[src/rtl/md_mem_pkg.sv]
`default_nettype none
// +----------------------------------------------------------------------------+
// | Package    : md_mem_pkg                                                    |
// | Description: Shared types and constants for the velocity cell RAM          |
// |              sequencer (state encoding, velocity word, fixed addresses).   |
// | Revision   : 1.0 - initial release                                         |
// +----------------------------------------------------------------------------+
package md_mem_pkg;

  // Velocity word is {vz, vy, vx}, three 32-bit floats
  localparam int VEL_WIDTH = 96;

  // Address 0 holds the particle count; particles live at 1..N
  localparam int CNT_ADDR        = 0;
  localparam int FIRST_PART_ADDR = 1;

  typedef logic [VEL_WIDTH-1:0] vel_word_t;

  typedef enum logic [2:0] {
    ST_IDLE     = 3'd0,
    ST_CNT_RD   = 3'd1,
    ST_CNT_WAIT = 3'd2,
    ST_STREAM   = 3'd3,
    ST_DRAIN    = 3'd4,
    ST_FIN      = 3'd5
  } vc_state_t;

  // Limit a raw count read from RAM to what the cell can actually hold
  function automatic int unsigned clamp_count(input int unsigned raw,
                                              input int unsigned max_cnt);
    return (raw > max_cnt) ? max_cnt : raw;
  endfunction

endpackage
`default_nettype wire

[src/rtl/velocity_cell_ctrl_rd_tag_pipe.sv]
`default_nettype none
// +----------------------------------------------------------------------------+
// | Module     : rd_tag_pipe                                                   |
// | Description: DEPTH-stage {valid, addr} shift register that travels         |
// |              alongside the RAM read latency so returning data can be       |
// |              tagged with the particle address it belongs to.               |
// | Revision   : 1.0 - initial release                                         |
// +----------------------------------------------------------------------------+
module rd_tag_pipe #(
  parameter int DEPTH      = 1,
  parameter int ADDR_WIDTH = 8
) (
  input  logic                  clk,
  input  logic                  rst_n,
  input  logic                  in_valid,
  input  logic [ADDR_WIDTH-1:0] in_addr,
  output logic                  out_valid,
  output logic [ADDR_WIDTH-1:0] out_addr,
  output logic                  pending
);

  logic [DEPTH-1:0]      r_valid;
  logic [ADDR_WIDTH-1:0] r_addr [DEPTH];

  // Shift tags one stage per cycle; an idle slot carries address 0
  always_ff @(posedge clk) begin
    if (!rst_n) begin
      r_valid <= '0;
      for (int i = 0; i < DEPTH; i++) begin
        r_addr[i] <= '0;
      end
    end else begin
      r_valid[0] <= in_valid;
      r_addr[0]  <= in_valid ? in_addr : '0;
      for (int i = 1; i < DEPTH; i++) begin
        r_valid[i] <= r_valid[i-1];
        r_addr[i]  <= r_addr[i-1];
      end
    end
  end

  assign out_valid = r_valid[DEPTH-1];
  assign out_addr  = r_addr[DEPTH-1];
  // Any read still on its way back from the RAM
  assign pending   = |r_valid;

endmodule
`default_nettype wire

[src/rtl/velocity_cell_ctrl.sv]
`default_nettype none
// +----------------------------------------------------------------------------+
// | Module     : velocity_cell_ctrl                                            |
// | Description: Sequences a single-port velocity cell RAM for one motion-     |
// |              update pass: reads the particle count at address 0, streams   |
// |              velocities 1..N out, and shares the port with write-backs     |
// |              (write-backs win).                                            |
// | Revision   : 1.0 - initial release                                         |
// +----------------------------------------------------------------------------+
module velocity_cell_ctrl #(
  parameter int DATA_WIDTH   = 96,
  parameter int ADDR_WIDTH   = 8,
  parameter int PARTICLE_NUM = 220,
  parameter int RD_LAT       = 1
) (
  input  logic                  clk,
  input  logic                  rst_n,
  input  logic                  start,
  output logic                  busy,
  output logic                  done,
  output logic [ADDR_WIDTH-1:0] cell_cnt,
  output logic [ADDR_WIDTH-1:0] ram_addr,
  output logic                  ram_rden,
  output logic                  ram_wren,
  output logic [DATA_WIDTH-1:0] ram_wdata,
  input  logic [DATA_WIDTH-1:0] ram_q,
  output logic                  rd_valid,
  output logic [ADDR_WIDTH-1:0] rd_addr,
  output logic [DATA_WIDTH-1:0] rd_data,
  input  logic                  wb_valid,
  input  logic [ADDR_WIDTH-1:0] wb_addr,
  input  logic [DATA_WIDTH-1:0] wb_data,
  output logic                  wb_ready
);

  import md_mem_pkg::*;

  localparam logic [ADDR_WIDTH-1:0] c_max_cnt   = ADDR_WIDTH'(PARTICLE_NUM - 1);
  localparam logic [1:0]            c_wait_last = 2'(RD_LAT - 1);

  vc_state_t             r_state;
  logic                  r_busy;
  logic                  r_done;
  logic [ADDR_WIDTH-1:0] r_cell_cnt;
  logic [ADDR_WIDTH-1:0] r_rd_ptr;
  logic [ADDR_WIDTH:0]   r_wb_count;   // one bit wider so a full cell cannot wrap
  logic [1:0]            r_wait_cnt;

  logic                  w_arb_win;
  logic                  w_wb_fire;
  logic                  w_rd_issue;
  logic                  w_cnt_rd;
  logic [ADDR_WIDTH:0]   w_wb_count_nxt;
  logic [ADDR_WIDTH-1:0] w_cnt_clamped;
  logic                  w_tag_valid;
  logic [ADDR_WIDTH-1:0] w_tag_addr;
  logic                  w_tag_pending;

  // Port is shared only while streaming/draining; a write-back always wins the cycle
  assign w_arb_win      = (r_state == ST_STREAM) || (r_state == ST_DRAIN);
  assign w_wb_fire      = wb_valid && w_arb_win;
  assign w_rd_issue     = (r_state == ST_STREAM) && !wb_valid;
  assign w_cnt_rd       = (r_state == ST_CNT_RD);
  assign w_wb_count_nxt = r_wb_count + (ADDR_WIDTH + 1)'(w_wb_fire);
  assign w_cnt_clamped  = ADDR_WIDTH'(clamp_count(32'(ram_q[ADDR_WIDTH-1:0]),
                                                  32'(c_max_cnt)));

  // Drive the single RAM port: write-back, else stream read, else count read
  always_comb begin
    ram_addr  = '0;
    ram_rden  = 1'b0;
    ram_wren  = 1'b0;
    ram_wdata = '0;
    if (w_wb_fire) begin
      ram_wren  = 1'b1;
      ram_addr  = wb_addr;
      ram_wdata = wb_data;
    end else if (w_rd_issue) begin
      ram_rden  = 1'b1;
      ram_addr  = r_rd_ptr;
    end else if (w_cnt_rd) begin
      ram_rden  = 1'b1;
      ram_addr  = ADDR_WIDTH'(CNT_ADDR);
    end
  end

  // Pass sequencer with registered busy/done/cell_cnt
  always_ff @(posedge clk) begin
    if (!rst_n) begin
      r_state    <= ST_IDLE;
      r_busy     <= 1'b0;
      r_done     <= 1'b0;
      r_cell_cnt <= '0;
      r_rd_ptr   <= '0;
      r_wb_count <= '0;
      r_wait_cnt <= '0;
    end else begin
      r_done <= 1'b0;
      case (r_state)
        ST_IDLE: begin
          if (start) begin
            r_state    <= ST_CNT_RD;
            r_busy     <= 1'b1;
            r_rd_ptr   <= ADDR_WIDTH'(FIRST_PART_ADDR);
            r_wb_count <= '0;
          end
        end
        ST_CNT_RD: begin
          r_state    <= ST_CNT_WAIT;
          r_wait_cnt <= '0;
        end
        ST_CNT_WAIT: begin
          if (r_wait_cnt == c_wait_last) begin
            r_cell_cnt <= w_cnt_clamped;
            if (w_cnt_clamped == '0) begin
              r_state <= ST_FIN;
              r_busy  <= 1'b0;
              r_done  <= 1'b1;
            end else begin
              r_state <= ST_STREAM;
            end
          end else begin
            r_wait_cnt <= r_wait_cnt + 2'd1;
          end
        end
        ST_STREAM: begin
          r_wb_count <= w_wb_count_nxt;
          if (w_rd_issue) begin
            if (r_rd_ptr == r_cell_cnt) begin
              r_state <= ST_DRAIN;
            end else begin
              r_rd_ptr <= r_rd_ptr + 1'b1;
            end
          end
        end
        ST_DRAIN: begin
          r_wb_count <= w_wb_count_nxt;
          // Finish once every read has returned and this cycle's write-back completes the set
          if (!w_tag_pending && (w_wb_count_nxt == {1'b0, r_cell_cnt})) begin
            r_state <= ST_FIN;
            r_busy  <= 1'b0;
            r_done  <= 1'b1;
          end
        end
        ST_FIN: begin
          r_state <= ST_IDLE;
        end
        default: begin
          r_state <= ST_IDLE;
        end
      endcase
    end
  end

  rd_tag_pipe #(
    .DEPTH      (RD_LAT),
    .ADDR_WIDTH (ADDR_WIDTH)
  ) u_rd_tag_pipe (
    .clk       (clk),
    .rst_n     (rst_n),
    .in_valid  (w_rd_issue),
    .in_addr   (r_rd_ptr),
    .out_valid (w_tag_valid),
    .out_addr  (w_tag_addr),
    .pending   (w_tag_pending)
  );

  assign busy     = r_busy;
  assign done     = r_done;
  assign cell_cnt = r_cell_cnt;
  assign wb_ready = w_wb_fire;
  assign rd_valid = w_tag_valid;
  assign rd_addr  = w_tag_addr;
  // RAM data passes straight through; masked so stale q never leaks out
  assign rd_data  = w_tag_valid ? ram_q : '0;

endmodule
`default_nettype wire

[config.mk]
export PLATFORM = sky130hd
export DESIGN_NAME = velocity_cell_ctrl
export DESIGN_NICKNAME = d
export VERILOG_FILES = /design/src/rtl/md_mem_pkg.sv /design/src/rtl/velocity_cell_ctrl_rd_tag_pipe.sv /design/src/rtl/velocity_cell_ctrl.sv
export SDC_FILE = /design/constraint.sdc
export NUM_CORES = 1
export LEC_CHECK = 0
export BUFFER_PORTS_ARGS = -buffer_cell sky130_fd_sc_hd__buf_2
export CAP_MARGIN = 30
export CORE_AREA = 4 4 165 167
export CTS_BUF_LIST = sky130_fd_sc_hd__clkbuf_2
export DETAILED_ROUTE_END_ITERATION = 10
export DIE_AREA = 0 0 169 171
export GPL_ROUTABILITY_DRIVEN = 0
export PLACE_DENSITY = 0.36
export REMOVE_ABC_BUFFERS = 1
export SLEW_MARGIN = 0
export SYNTH_ARGS = -nofsm -noshare
export SYNTH_HDL_FRONTEND = slang
export SYNTH_HIERARCHICAL = 1
export SYNTH_SLANG_ARGS = --single-unit
[constraint.sdc]
create_clock -name clk -period 3.8 [get_ports clk]
set_input_delay 0.76 -clock clk [delete_from_list [all_inputs] [get_ports clk]]
set_output_delay 0.76 -clock clk [all_outputs]
set_load 0.02 [all_outputs]
## Yosys cells after proc, flatten, opt, wreduce, memory -nomap -nowiden

Memories as Yosys holds them, arrays and structs flattened.
Cells that the tools add are included.

| cells by class | value |
|---|---|
| add/subtract/negate cells | 3 |
| magnitude comparators | 1 |
| equality and inequality tests | 14 |
| multiplexer cells | 37 |
| reductions and logical operators | 21 |

Operator list:

| operator | count |
|---|---|
| two-way mux 96 bit | 2 |
| two-way mux 8 bit | 7 |
| two-way mux 3 bit | 6 |
| case mux 9 bit (2 select lines) | 1 |
| case mux 8 bit (2 select lines) | 1 |
| case mux 3 bit (5 select lines) | 1 |
| two-way mux 1 bit | 14 |
| inequality test 2 bit, second input constant | 5 |
| AND reduction 5 bit | 2 |
| adder 9 x 1 -> 9 bit | 1 |
| == test 9 x 8 -> 1 bit | 1 |
| two-way mux 9 bit | 1 |
| adder 8 x 1 -> 8 bit, second input constant | 1 |
| == test 8 bit | 1 |
| greater-than comparator 8 bit, second input constant | 1 |
| zero test 8 bit | 1 |
| OR reduction 8 bit | 1 |
| == test 3 x 2 -> 1 bit, second input constant | 2 |
| inequality test 2 x 1 -> 1 bit, second input constant | 3 |
| AND reduction 2 bit | 3 |
| nonzero test 2 bit | 3 |
| case mux 2 bit (2 select lines) | 1 |
| AND reduction 4 bit | 1 |
| == test 3 x 1 -> 1 bit, second input constant | 1 |
| other kinds (12) | 15 |

| word-level totals | value |
|---|---|
| register bits | 33 |
| RAM bits | 8 |
| output and inout bits | 222 |
| memories | 1 |

Memories:

| memory | depth | bits a word | rd ports | clocked after memory_dff | wr ports | RTL line | text |
|---|---|---|---|---|---|---|---|
| u_rd_tag_pipe.r_addr | 1 | 8 | 1 | 0 | 1 | velocity_cell_ctrl_rd_tag_pipe.sv:23 | `logic [ADDR_WIDTH-1:0] r_addr [DEPTH];` |

## Longest topological paths before layout

| depth | value |
|---|---|
| word-level depth | 8 |
| mapped depth | 15 |
| mapped depth without buffers | 12 |

## Cells and area by module

The synthesis kept the hierarchy.

By module, submodules not included:

| module | instances | cells each | area an instance (µm²) |
|---|---|---|---|
| velocity_cell_ctrl | 1 | 479 | 3308.2 |
| rd_tag_pipe | 1 | 19 | 245.2 |

## Worst setup path before layout

Ideal clock, no wire load.

| timing path | value |
|---|---|
| path type | register to register |
| start point | reg r_state[1] |
| end point | reg r_done, in the netlist done |
| library setup time | 0.087 ns |
| arrival time | 3.496 ns |
| setup slack | 0.217 ns |
| stages on the path, launching flop included | 15 |
| buffers on the path | 2 |
| clock period less this slack | 3.583 ns |
| cell sequence | dfxtp_1 > buf_2 > nor2b_1 > nand2_1 > o21ai_0 > and2_1 > clkbuf_1 > ha_1 > ha_1 > xor2_1 > nor4_1 > nand3_1 > or4_1 > a211oi_1 > nor4b_2 |

| on the way | value |
|---|---|
| word-level cells in the longest chain between the ends | 8 |

Ends and longest elaborated chain:

| what | RTL line | text |
|---|---|---|
| from (decl) | velocity_cell_ctrl.sv:41 | `vc_state_t r_state;` |
| from (signal assigned) | velocity_cell_ctrl.sv:90 | `r_state <= ST_IDLE;` |
| from (signal assigned) | velocity_cell_ctrl.sv:102 | `r_state <= ST_CNT_RD;` |
| from (signal assigned) | velocity_cell_ctrl.sv:109 | `r_state <= ST_CNT_WAIT;` |
| == test 3 x 2 -> 1 bit or == test 3 bit (tied branches) | velocity_cell_ctrl.sv:60, velocity_cell_ctrl.sv:99 |  |
| logical OR 1 bit | velocity_cell_ctrl.sv:60 | `assign w_arb_win = (r_state == ST_STREAM) \|\| (r_state == ST_DRAIN);` |
| logical AND 1 bit | velocity_cell_ctrl.sv:61 | `assign w_wb_fire = wb_valid && w_arb_win;` |
| adder 9 x 1 -> 9 bit | velocity_cell_ctrl.sv:64 | `assign w_wb_count_nxt = r_wb_count + (ADDR_WIDTH + 1)'(w_wb_fire);` |
| == test 9 x 8 -> 1 bit | velocity_cell_ctrl.sv:139 | `if (!w_tag_pending && (w_wb_count_nxt == {1'b0, r_cell_cnt})) begin` |
| logical AND 1 bit | velocity_cell_ctrl.sv:139 |  |
| two-way mux 1 bit | velocity_cell_ctrl.sv:139 |  |
| case mux 1 bit (2 select lines) * | velocity_cell_ctrl.sv:99 | `case (r_state)` |
| to (signal assigned) | velocity_cell_ctrl.sv:98 | `r_done <= 1'b0;` |
| to (signal assigned) | velocity_cell_ctrl.sv:118 | `r_done <= 1'b1;` |
| to (signal assigned) | velocity_cell_ctrl.sv:142 | `r_done <= 1'b1;` |
| to (decl) | velocity_cell_ctrl.sv:43 | `logic r_done;` |

Mark *: on every way between the ends. The rest lies on a longest branch, timed or not.
A chain may end at the register's enable or synchronous reset.

## Final worst setup path

| timing path | value |
|---|---|
| start point | reg r_state[2] |
| end point | out ram_wdata[6] |

| on the way | value |
|---|---|
| word-level cells in the longest chain between the ends | 4 |

Ends and longest elaborated chain:

| what | RTL line | text |
|---|---|---|
| == test 3 x 2 -> 1 bit or == test 3 bit (tied branches) | velocity_cell_ctrl.sv:60 |  |
| logical OR 1 bit * | velocity_cell_ctrl.sv:60 |  |
| logical AND 1 bit * | velocity_cell_ctrl.sv:61 |  |
| two-way mux 96 bit * | velocity_cell_ctrl.sv:74 | `if (w_wb_fire) begin` |
| to (decl) | velocity_cell_ctrl.sv:25 | `output logic [DATA_WIDTH-1:0] ram_wdata,` |

Marked as above.

==> metrics.txt <==
Antenna Cells 0; CTS clock-pin slew for the worst setup and hold paths 0.25 ns; sequential area share after synthesis between 20% and 30%; Critical-path top delay cell buf_4; # setup viols final 0; endpoint class of the critical path primary output; fin crit share 86.3%; clk buf depth 2; Critical path buffers and inverters 2; Via Count about 5.0k; Slew headroom between 40% and 50%; Inserted Clock Buffers 5; Max Cap Viol 0; Detail Route Antenna Nets 0; number of cells upsized or downsized after cts 0; DIE HEIGHT between 150 and 200 um; postcts setup bufs 0; first-pass GRT wire length just under 30 mm; CTS tree built; Peak VDD IR between 0.1 and 0.15 mV; Total Nets Final between 1k and 1.5k; final setup margin 0.520 ns; delay-heaviest family, CP buffers and inverters; Syn. warnings 6; synth unique cells between 40 and 50; leak pwr about 3.8 nW; core area between 20000 and 30000 um^2; Starting Density around 14%; HP Start busy; Area Growth Syn to Fin 70.5%; port bufs 425; gr usage total around an eighth; Post-synth EDFFs 0; Clock Skews 0.0309 ns; # hold bufs at CTS 0; clk root buf clkbuf_2; Synth Register Bits 41; setup TNS 0 ns; Post-DP HPWL approximately 17 mm; largest net degree at the start of global routing approximately 100; worst-margin pin slew 0.834 ns; fraction of registers with async set/reset 0%; post-layout minimum cycle time around 3.3 ns; DRC 0; WP data arrival approximately 2.5 ns; total die area 28900 um^2; row count 59; share of cells above drive strength 1 just over 50%; Sink Count 41; Overflow after GRT 0; main flop type after synthesis dfxtp_1; Final Hold Vio Count 0; unrepaired setup endpoints after global routing false; CP max stage delay roughly 0.65 ns; worst min path class flip-flop to flip-flop; Critical Path Start r_state[2]; Worst-Skew Late Latency 0.45 ns; cells after synthesis 498; cell area after synthesis 3550 um^2; f_max between 300 and 400 MHz; critical path, cell by cell nand2b_1 > o21ai_4 > buf_4 > and3_1 > buf_2; vias in the first global route between 4k and 5k; DRT Pass-1 Iters 4; initial antenna violation count 1; Setup CP Type flip-flop to primary output; pwr dens 324 nW/um^2; Initial DRC Count approximately 260; max-slew violation count 0; status completed; syn avg cell area 7.14 um^2; H-tree levels 2; WHS 0.484 ns; largest fanout on the critical path about 100; via/cell ratio a little over 4; die width about 170 um; RR Startpoint r_state[2]; IO Count approximately 430; pre-CTS WS ~0.61 ns; Routed wire per std cell 16.7 um; routed wire length just over 20 mm; worst endpoint required time just over 3 ns; startpoint types flip-flop
## through the flow
step	instances	instance area [um^2]	util [%]	power [mW]
4_1_cts	1229	6060	23.5	1.99
2_1_floorplan	452	3360	-	1.21
3_5_place_dp	1221	5990	23.2	1.70
6_report	1229	6060	23.5	1.96
5_1_grt	1229	6060	23.5	2.12
3_3_place_gp	1220	5980	23.2	1.71
## synthesized netlist by cell type (3+ instances only)
master / n / area, um^2
inv_1: 8 / 30.0
ha_1: 4 / 50.1
buf_2: 3 / 15.0
nor3b_1: 3 / 22.5
xor2_1: 9 / 78.8
and3_1: 106 / 663
a21o_1: 3 / 22.5
dfxtp_1: 41 / 821
a22o_1: 7 / 61.3
nand2_1: 18 / 67.6
a2111oi_0: 3 / 26.3
nor2_1: 37 / 139
and2_1: 99 / 619
a22oi_1: 3 / 22.5
nand2b_1: 6 / 37.5
xnor2_1: 16 / 140
a211oi_1: 3 / 22.5
or4_1: 3 / 22.5
a31oi_1: 5 / 31.3
nand4_1: 4 / 25.0
o21ai_0: 10 / 50.1
nor3_1: 12 / 60.1
clkbuf_1: 38 / 143
or3_1: 6 / 37.5
a21oi_1: 20 / 100
nand3_1: 6 / 30.0
## sequential cells by signal (all words and copies together) (netlist names)
| signal | cells |
|---|---|
| r_wb_count | 9 |
| cell_cnt | 8 |
| r_rd_ptr | 8 |
| u_rd_tag_pipe/r_addr | 8 |
| r_state | 3 |
| r_wait_cnt | 2 |
| busy | 1 |
| done | 1 |
| u_rd_tag_pipe/out_valid | 1 |
## layer usage
layer	share of wire (%)	global-route usage (%)	vias up
li1	-	-	2497
met1	44	17.7	2314
met2	51	21.4	135
met3	4.6	1.69	13
met4	0.94	2.35	0
met5	0	0	-
## worst min-delay path, cell delays in order, from the launching register on
cell     delay [ns]
dfxtp_1        0.37
nand2_1        0.05
o22ai_1        0.05
## path summary, 6_finish.rpt
kind / cells after the start / to / slack [ns]
worst max register to register: 12 / done / 0.59
worst min register to register: 2 / busy / 0.48
worst min-delay path: 2 / busy / 0.48
worst max-delay path: 5 / ram_wdata[6] / 0.52
## power by group
part / switching [mW] / internal, mW
combinational: 0.691 / 0.424
sequential: 0.0852 / 0.476
clock: 0.172 / 0.112
total: 0.948 / 1.01
## kinds of logic (layout without fill, tap and decap cells)
logic type | Yosys count | in the layout | share of synthesized area [%]
compound gates | 63 | 63 | 11.7
xor+xnor | 26 | 26 | 6.62
fa+ha+maj | 4 | 4 | 1.41
buf+inv | 54 | 450 | 6.23
flops | 41 | 41 | 23.1
mux | 2 | 2 | 0.563
simple gates | 308 | 308 | 50.4
## area by class of cell
cell class | count | area (um^2)
fillers | 2948 | 19700
well taps | 335 | 419
repair buffers | 434 | 2190
multi-input cells | 403 | 2520
inverters | 8 | 30.0
flip-flops and latches | 41 | 822
clock buffers | 5 | 25.0
clock inverters | 3 | 46.3
## layout by cell type, fill, tap and decap left out, drive strengths merged, types with 4 or more instances in the layout
cell and count:
a22o 8, and3 106, xor2 9, nand4 4, a31oi 5, buf 434
nand2b 6, dfxtp 41, inv 8, ha 4, or3 6, nor2 37
a21oi 20, and2 100, xnor2 17, nand3 6, nand2 18, nor3 12
o21ai 11, clkbuf 5
Power figures use the tool's default switching activity.
